File: src/rtl/grf_hazard_scoreboard_pkg.sv
// Shared widths, encodings and stage-record types for the GRF hazard scoreboard.
// Also holds the per-operand stall and forward-select helpers used by the top.
package grf_hazard_scoreboard_pkg;

    localparam int TUSE_W   = 2;
    localparam int TNEW_W   = 2;
    localparam int MD_CNT_W = 4;

    typedef logic [TUSE_W-1:0] tuse_t;
    typedef logic [TNEW_W-1:0] tnew_t;
    typedef logic [4:0]        reg_t;

    localparam tuse_t TUSE_NONE = 2'd3;

    localparam logic [1:0] FWD_D_GRF  = 2'd0;
    localparam logic [1:0] FWD_D_E    = 2'd1;
    localparam logic [1:0] FWD_D_M    = 2'd2;
    localparam logic [1:0] FWD_E_PIPE = 2'd0;
    localparam logic [1:0] FWD_E_M    = 2'd1;
    localparam logic [1:0] FWD_E_W    = 2'd2;

    typedef struct packed {
        logic  valid;
        reg_t  wa;
        tnew_t tnew;
    } dst_rec_t;

    typedef struct packed {
        dst_rec_t dst;
        reg_t     rs;
        reg_t     rt;
    } e_rec_t;

    // Live match: a valid record writing a non-zero register equal to x.
    function automatic logic rec_hit(dst_rec_t r, reg_t x);
        return r.valid && (r.wa != 5'd0) && (r.wa == x);
    endfunction

    function automatic tnew_t tnew_dec(tnew_t t);
        return (t == '0) ? '0 : t - tnew_t'(1);
    endfunction

    function automatic logic opnd_stall(reg_t x, tuse_t tuse, dst_rec_t e, dst_rec_t m);
        if (tuse == TUSE_NONE || x == 5'd0) return 1'b0;
        if (rec_hit(e, x)) return e.tnew > tuse;
        if (rec_hit(m, x)) return m.tnew > tuse;
        return 1'b0;
    endfunction

    // The younger record decides; a not-yet-ready younger producer masks older ones.
    function automatic logic [1:0] fwd_d_sel(reg_t x, dst_rec_t e, dst_rec_t m);
        if (rec_hit(e, x)) return (e.tnew == '0) ? FWD_D_E : FWD_D_GRF;
        if (rec_hit(m, x)) return (m.tnew == '0) ? FWD_D_M : FWD_D_GRF;
        return FWD_D_GRF;
    endfunction

    function automatic logic [1:0] fwd_e_sel(reg_t x, dst_rec_t m, dst_rec_t w);
        if (x == 5'd0) return FWD_E_PIPE;
        if (rec_hit(m, x) && m.tnew == '0) return FWD_E_M;
        if (rec_hit(w, x) && w.tnew == '0) return FWD_E_W;
        return FWD_E_PIPE;
    endfunction

endpackage

File: src/rtl/grf_hazard_scoreboard_md_busy_counter.sv
// Busy window for the multi-cycle mult/div unit; a new start restarts the count.
module grf_hazard_scoreboard_md_busy_counter
    import grf_hazard_scoreboard_pkg::*;
#(
    parameter int unsigned MULT_CYCLES = 5,
    parameter int unsigned DIV_CYCLES  = 10
) (
    input  logic clk,
    input  logic reset,
    input  logic start,
    input  logic is_div,
    output logic busy
);

    logic [MD_CNT_W-1:0] cnt_q;

    always_ff @(posedge clk) begin
        if (reset) begin
            cnt_q <= '0;
        end else if (start) begin
            cnt_q <= is_div ? MD_CNT_W'(DIV_CYCLES) : MD_CNT_W'(MULT_CYCLES);
        end else if (cnt_q != '0) begin
            cnt_q <= cnt_q - MD_CNT_W'(1);
        end
    end

    assign busy = !reset && (start || (cnt_q != '0));

endmodule

File: src/rtl/grf_hazard_scoreboard.sv
// Hazard controller for the D/E/M/W pipeline: tracks in-flight writers, raises stall
// and selects operand forwarding for D and E. W->D is left to the GRF write-through.
module grf_hazard_scoreboard
    import grf_hazard_scoreboard_pkg::*;
#(
    parameter int unsigned MULT_CYCLES = 5,
    parameter int unsigned DIV_CYCLES  = 10
) (
    input  logic       clk,
    input  logic       reset,
    input  logic [4:0] d_rs,
    input  logic [4:0] d_rt,
    input  logic [1:0] d_tuse_rs,
    input  logic [1:0] d_tuse_rt,
    input  logic [4:0] d_wa,
    input  logic       d_regwrite,
    input  logic [1:0] d_tnew,
    input  logic       d_md_use,
    input  logic       e_md_start,
    input  logic       e_md_is_div,
    output logic       stall,
    output logic [1:0] fwd_d_rs_sel,
    output logic [1:0] fwd_d_rt_sel,
    output logic [1:0] fwd_e_rs_sel,
    output logic [1:0] fwd_e_rt_sel,
    output logic       md_busy
);

    e_rec_t   e_q;
    dst_rec_t m_q;
    dst_rec_t w_q;
    logic     rs_stall;
    logic     rt_stall;
    logic     md_stall;
    logic     stall_int;

    grf_hazard_scoreboard_md_busy_counter #(
        .MULT_CYCLES (MULT_CYCLES),
        .DIV_CYCLES  (DIV_CYCLES)
    ) u_md_busy_counter (
        .clk    (clk),
        .reset  (reset),
        .start  (e_md_start),
        .is_div (e_md_is_div),
        .busy   (md_busy)
    );

    always_comb begin
        rs_stall  = opnd_stall(d_rs, d_tuse_rs, e_q.dst, m_q);
        rt_stall  = opnd_stall(d_rt, d_tuse_rt, e_q.dst, m_q);
        md_stall  = d_md_use && md_busy;
        stall_int = rs_stall || rt_stall || md_stall;
    end

    assign stall        = !reset && stall_int;
    assign fwd_d_rs_sel = reset ? FWD_D_GRF  : fwd_d_sel(d_rs, e_q.dst, m_q);
    assign fwd_d_rt_sel = reset ? FWD_D_GRF  : fwd_d_sel(d_rt, e_q.dst, m_q);
    assign fwd_e_rs_sel = reset ? FWD_E_PIPE : fwd_e_sel(e_q.rs, m_q, w_q);
    assign fwd_e_rt_sel = reset ? FWD_E_PIPE : fwd_e_sel(e_q.rt, m_q, w_q);

    // E/M/W keep draining under stall; only the D->E hand-off turns into a bubble.
    always_ff @(posedge clk) begin
        if (reset) begin
            e_q <= '0;
            m_q <= '0;
            w_q <= '0;
        end else begin
            w_q <= m_q;
            m_q <= '{valid: e_q.dst.valid, wa: e_q.dst.wa, tnew: tnew_dec(e_q.dst.tnew)};
            if (stall_int) begin
                e_q <= '0;
            end else begin
                e_q <= '{dst: '{valid: d_regwrite, wa: d_wa, tnew: d_tnew},
                         rs: d_rs, rt: d_rt};
            end
        end
    end

endmodule

File: config.mk
export PLATFORM = sky130hd
export DESIGN_NAME = grf_hazard_scoreboard
export DESIGN_NICKNAME = d
export VERILOG_FILES = /design/src/rtl/grf_hazard_scoreboard_pkg.sv /design/src/rtl/grf_hazard_scoreboard_md_busy_counter.sv /design/src/rtl/grf_hazard_scoreboard.sv
export SDC_FILE = /design/constraint.sdc
export NUM_CORES = 1
export LEC_CHECK = 0
export ABC_CLOCK_PERIOD_IN_PS = 3000
export CAP_MARGIN = 5
export CORE_MARGIN = 1
export CORE_UTILIZATION = 30
export CTS_CLUSTER_DIAMETER = 150
export CTS_CLUSTER_SIZE = 8
export DETAILED_ROUTE_END_ITERATION = 7
export GPL_TIMING_DRIVEN = 0
export HOLD_SLACK_MARGIN = 0.05
export MAX_ROUTING_LAYER = met4
export PLACE_DENSITY = 0.58
export SYNTH_ARGS = -nofsm -noshare
export SYNTH_HDL_FRONTEND = slang
export SYNTH_SLANG_ARGS = --single-unit
File: constraint.sdc
create_clock -name clk -period 3 [get_ports clk]
set_clock_uncertainty 0.2 [all_clocks]
set_input_delay 0.6 -clock clk [delete_from_list [all_inputs] [get_ports clk]]
set_output_delay 0.6 -clock clk [all_outputs]
set_load 0.03 [all_outputs]
==> impl_metrics.py, run 1 <==
metrics = {
    "sta": {
        "setup_tns_ns": 0,
        "max_freq_mhz": 338,
        "maxSlewViolCount": 0,
        "relSlewSlack": 0.672,
        "hold_viol_final": 0,
        "finalSetupViolCount": 0,
        "post-route-period-util": 0.985,
        "worst_slew_pin_slew_ns": 0.491,
        "period_needed_ns": 2.95,
        "grt_setup_unrepaired": "true",
    },
    "floorplanning": {
        "io_pins": 37,
        "design.die.area_um2": 7760,
        "dieHeight_um": 88.1,
        "die_w_um": 88.1,
        "floorplan.rows": 31,
        "start_util": 0.308,
        "core_area_um2": 7210,
    },
    "finish": {
        "final_cells": 384,
        "drive_gt1_frac": 0.337,
        "area_growth_pct": 39.5,
        "multi_input_area_um2": 1570,
        "fin_area_um2": 3100,
        "fin_nets": 322,
        "nFillCells": 759,
        "final_util": 0.430,
        "seq_area_um2": 778,
        "diodes": 0,
    },
    "power_and_ir_drop": {
        "vdd_ir_drop_max_uv": 200,
        "switching_share": 0.268,
        "power.internal_mw": 1.02,
        "sequentialPowerShare": 0.413,
        "power.leakage_nw": 1.21,
        "pwr_density_cell_nw_per_um2": 448,
        "power_switching_uw": 373,
        "clkPwrFrac": 0.374,
        "pwr-share-comb": 0.212,
    },
    "placed_design": {
        "gp_congestion": 0.831,
        "dpl-instance-area_um2": 2720,
        "dp_cells": 372,
        "io_buffers": 36,
        "dp.final_hpwl_um": 4260,
    },
    "routing": {
        "drtAntennaViolNets": 0,
        "vias_per_cell": 4.80,
        "wire_per_inst_um": 14.6,
        "wl_met1_um": 2500,
        "routed_wl_um": 5620,
        "drc": 0,
        "wl_met2_um": 2800,
        "drt_iter0_drc": 23,
        "firstDrtPassIters": 4,
        "maxUsedRoutingLayer": "met4",
        "dr_wl_met3_um": 211,
        "vias": 1845,
    },
    "synth": {
        "ys_async_sr_fraction": 0,
        "yosysUniqueCellTypes": 39,
        "avgSynthCellArea_um2": 9.38,
        "ys_warn_count": 0,
        "ys_top_cells_by_area": "dfxtp_1, xnor2_1, ha_1",
        "synth_ff_type": "dfxtp_1",
        "synth_seq_cells": 38,
        "yosysSeqAreaShare": 0.342,
        "post-synth-top-area-cell": "dfxtp_1",
        "syn-cell-area_um2": 2220,
        "synth_fp_nets": 275,
        "synth_top_cell_area_share": 0.342,
        "synthCells": 237,
        "synth_edf_count": 0,
    },
    "worst_hold_path": {
        "hold_path_class": "reg -> reg",
    },
    "critical_path": {
        "slowest_stage": "or4_4",
        "worstPathRequired_ns": 2.20,
        "slowest_delay_ns": 0.55,
        "cp_num_buf_inv": 2,
        "arrival_ns": 2.15,
        "crit_path_start_kind": "flop",
        "end_kind": "output pin",
        "cp_top_family": "simple AND/OR/NAND/NOR gates",
        "crit_chain": "or4_4, o21ai_4, buf_4, nand4b_4, a211oi_4, o31a_1, buf_6",
        "critPathMaxFanout": 5,
        "worstSetupPathType": "reg -> out",
    },
    "clocking": {
        "clock-sinks": 38,
        "clk_latency_ns": 0.30,
        "cts_root_buf": "clkbuf_8",
        "clk_pin_slew_ns": 0.08,
        "htree_levels": 2,
        "cts_buffers": 5,
        "ctsHoldBuffers": 0,
        "cts_tree": "yes",
        "cts_max_path_buffers": 2,
    },
    "grt": {
        "antenna_found_initial": 0,
        "grt_max_degree": 15,
        "grt_usage": 0.167,
        "grt_overflow": 0,
        "grt_pass1_wl_um": 9350,
        "grt_pass1_vias": 1891,
    },
    "run": {
        "cap_violations": 0,
    },
    "outcome": {
        "status": "finished, final reports clean",
    },
}
## power by group through the flow
stage	registers [mW]	clock network (mW)	logic, mW
floorplan	0.570	0	0.170
global placement	0.578	0	0.247
detailed placement	0.579	0	0.252
CTS	0.573	0.530	0.283
global route	0.579	0.550	0.326
finish	0.575	0.520	0.295
## cell usage in the layout, fill, tap and decap left out, types with 4 or more instances in the layout
cell             synthesis  final
nor4_1                  13      8
clkbuf_2                 0      4
nand2_1                 23     23
nor4_2                  11     12
buf_4                    0     13
dfxtp_1                 38     30
inv_1                   10      7
xnor2_1                 27     26
buf_2                    2      4
dlygate4sd2_1            0      6
nor3_1                   7      5
xor2_1                  15     15
buf_6                    5      8
clkdlybuf4s50_1          0     11
dfxtp_2                  0      5
nor2b_1                 15     14
clkbuf_8                 0      5
nand3_1                  6      6
nor4_4                   0      4
or4_1                    6      4
ha_1                    11      8
## worst reg2reg max path: cells and delay by family (launching register included)
family / cells / cell delay [ns]
flip-flops: 1 / 0.37
AND/OR/NAND/NOR: 3 / 0.95
AO/OA/AOI/OAI: 2 / 0.25
buffers and inverters: 4 / 0.60
## synth_stat cells (3+ instances only)
cell type	instances
o211a_1	3
nor3_1	7
nor4_1	13
or4_1	6
inv_1	10
o21ai_0	4
a21oi_1	3
xor2_1	15
xnor2_1	27
dfxtp_1	38
nand2_1	23
clkbuf_1	7
a211oi_1	3
nor2_1	4
nor2b_1	15
buf_6	5
ha_1	11
nor4_2	11
nand3_1	6
## kinds of logic (layout without fill, tap and decap cells)
family                   count (synthesis)  after routing  synth area share
AO/OA/AOI/OAI                           23             23            0.0822
XOR/XNOR                                42             42             0.165
adder cells (fa/ha/maj)                 11             11            0.0619
buffers and inverters                   24             72            0.0585
flip-flops                              38             38             0.342
AND/OR/NAND/NOR                         99             99             0.290
## worst paths after layout
| kind | to | cells past startpoint | slack [ns] | from |
|---|---|---|---|---|
| min reg2reg | m_q[0]$_SDFF_PP0_ | 1 | 0.24 | e_q[10]$_SDFF_PP0_ |
| max reg2reg | e_q[14]$_SDFF_PP0_ | 9 | 0.54 | m_q[4]$_SDFF_PP0_ |
| min | m_q[0]$_SDFF_PP0_ | 1 | 0.24 | e_q[10]$_SDFF_PP0_ |
| max | stall | 7 | 0.05 | m_q[4]$_SDFF_PP0_ |
## through the flow
step                setup slack [ns]  total power [mW]  hold WS [ns]
CTS                          -0.0561              1.39         0.235
floorplan                    0.00843             0.740         0.201
finish                        0.0456              1.39         0.235
global route                 -0.0197              1.46         0.268
detailed placement             -1.18             0.831         0.220
global placement               -1.16             0.824         0.218
## cell type report
cell class                 instances  area share
multi-input combinational        175       0.507
sequential                        38       0.251
tap                               99      0.0399
timing repair buffer              47       0.126
buffer                             7      0.0182
clock buffer                       5      0.0222
clock inverter                     3      0.0222
inverter                          10      0.0133
## repair_timing
item,in CTS,in global routing
setup endpoints to repair,10,9
pin swaps,14,20
cloned,0,0
buffers inserted,8,3
hold endpoints to repair,0,0
gates resized for setup,116,37
## metal layers
layer  vias up  global-route usage
met1       873               0.203
met3         9              0.0339
met5         -                   -
met4         0              0.0616
met2        35               0.272
li1        928                   -
## flip-flops by register name, indices dropped and copies added, names as in the netlist
signal and flops:
w_q 8, e_q 18, u_md_busy_counter.cnt_q 4, m_q 8
(Power assumes the default switching activity.)
==> run 2, diff against run 1 <==
Settings changed: PLACE_DENSITY 0.58 to default, SLEW_MARGIN from default to 20.
==> run 2 against run 1 <==
Global-route usage decreased by 0.63 points. Via count decreased by 0.43%. Worst setup slack got worse by 0.058 ns. The flow now finishes with violations (negative setup slack). Clock power about the same. Combinational power about the same. Sequential power about the same. Final area increased by 0.12%. Critical path depth increased by 1. Hold slack got worse by 0.0027 ns. Non-clock buffer count increased by 3. Wire length about the same. Largest cell class unchanged. Critical path type is now in -> out. First-iteration DRC count increased by 96%.
==> impl_metrics.py, run 2 (synthesis gave the netlist of run 1 again) <==
metrics = {
    "sta": {
        "hold_viol_final": 0,
        "maxSlewViolCount": 0,
        "relSlewSlack": 0.650,
        "max_freq_mhz": 332,
        "grt_setup_unrepaired": "true",
        "finalSetupViolCount": 1,
        "hold_ws_ns": 0.232,
        "worst_slew_pin_slew_ns": 0.525,
        "setup_ws_ns": -0.0124,
        "period_needed_ns": 3.01,
        "post-route-period-util": 1.00,
    },
    "clocking": {
        "cts_buffers": 5,
        "clock-sinks": 38,
        "cts_root_buf": "clkbuf_8",
        "htree_levels": 2,
        "clk_latency_ns": 0.30,
        "clk_pin_slew_ns": 0.08,
        "cts_max_path_buffers": 2,
        "ctsHoldBuffers": 0,
        "cts_tree": "yes",
    },
    "finish": {
        "largest_registers": "e_q: 18 flops, m_q: 8 flops, w_q: 8 flops",
        "layout_commonest_cell": "dfxtp_1",
        "diodes": 0,
        "fin_nets": 325,
        "drive_gt1_frac": 0.302,
        "largest_register": "e_q",
        "final_cell_mix": "dfxtp_1, xnor2_1, nand2_1, xor2_1, buf_4",
        "fin_area_um2": 3110,
        "area_growth_pct": 39.7,
        "largest_register_ffs": 18,
    },
    "run": {
        "cap_violations": 0,
    },
    "floorplanning": {
        "die_w_um": 88.1,
        "core_area_um2": 7210,
        "floorplan.rows": 31,
        "design.die.area_um2": 7760,
        "dieHeight_um": 88.1,
        "start_util": 0.308,
        "io_pins": 37,
    },
    "grt": {
        "grt_max_degree": 14,
        "antenna_found_initial": 0,
        "grt_overflow": 0,
        "grt_pass1_vias": 1832,
        "grt_pass1_wl_um": 9000,
        "grt_usage": 0.160,
    },
    "power_and_ir_drop": {
        "vdd_ir_drop_max_uv": 184,
        "pwr_density_cell_nw_per_um2": 447,
        "power.leakage_nw": 1.23,
        "finalPower_mw": 1.39,
    },
    "routing": {
        "drt_iter0_drc": 45,
        "drtAntennaViolNets": 0,
        "vias": 1837,
        "drc": 0,
        "vias_per_cell": 4.75,
        "routed_wl_um": 5620,
        "wire_per_inst_um": 14.5,
        "firstDrtPassIters": 4,
    },
    "placed_design": {
        "gp_congestion": 0.856,
        "dp.final_hpwl_um": 4090,
        "io_buffers": 36,
        "dpl-instance-area_um2": 2720,
    },
    "outcome": {
        "violations": "negative setup slack",
        "status": "complete, but fails checks",
    },
    "critical_path": {
        "rrSetupSlack_ns": 0.70,
        "critPathMaxFanout": 4,
        "crit_path_start_kind": "primary input",
        "arrival_ns": 2.21,
        "worstSetupPathType": "in -> out",
        "worstPathRequired_ns": 2.20,
        "end_kind": "output pin",
    },
    "worst_hold_path": {
        "hold_path_class": "reg -> reg",
    },
}
[run 2: worst paths after layout]
check,start,to,depth (start not counted)
max,d_rs[2],stall,8
min,e_q[10]$_SDFF_PP0_,m_q[0]$_SDFF_PP0_,1
max reg2reg,m_q[6]$_SDFF_PP0_,e_q[3]$_SDFF_PP0_,8
min reg2reg,e_q[10]$_SDFF_PP0_,m_q[0]$_SDFF_PP0_,1
[run 2: area by class of cell]
| class | instances | area [um2] |
|---|---|---|
| Sequential cell | 38 | 774 |
| Multi-Input combinational cell | 175 | 1540 |
| Tap cell | 99 | 124 |
| Inverter | 10 | 41.3 |
| Buffer | 9 | 80.1 |
| Timing Repair Buffer | 48 | 407 |
| Clock inverter | 3 | 68.8 |
| Fill cell | 727 | 4110 |
| Clock buffer | 5 | 68.8 |
[run 2: per-layer routing]
layer | wire length (um) | share of wire | track usage
met2 | 2870 | 0.51 | 0.273
met5 | 0 | 0 | -
met3 | 140 | 0.025 | 0.0264
met4 | 62 | 0.011 | 0.0499
met1 | 2550 | 0.45 | 0.194
[run 2: timing repair]
| item | CTS | global route |
|---|---|---|
| setup buffers | 12 | 0 |
| pin swaps | 17 | 15 |
| gates resized for setup | 112 | 17 |
| setup endpoints to repair | 10 | 9 |
[run 2: worst max-delay path: stages]
cell	delay (ns)
buf_4	0.13
or4_4	0.55
o21ai_4	0.14
a211oi_1	0.06
a22o_1	0.19
buf_6	0.12
o31a_1	0.28
buf_6	0.14
[run 2: through the flow]
stage	cells	TNS [ns]	setup WS, ns	utilization
2_1_floorplan	237	0	0.00843	-
3_5_place_dp	372	-6.99	-1.18	0.377
5_1_grt	387	-0.106	-0.0998	0.430
3_3_place_gp	372	-6.70	-1.14	0.377
4_1_cts	387	-0.0229	-0.0229	0.425
6_report	387	-0.0124	-0.0124	0.430
[run 2: where the power goes]
group | switching, mW | internal (mW) | leakage (nW)
sequential | 0.0371 | 0.535 | 0.316
clock | 0.188 | 0.333 | 0.0683
combinational | 0.146 | 0.150 | 0.850
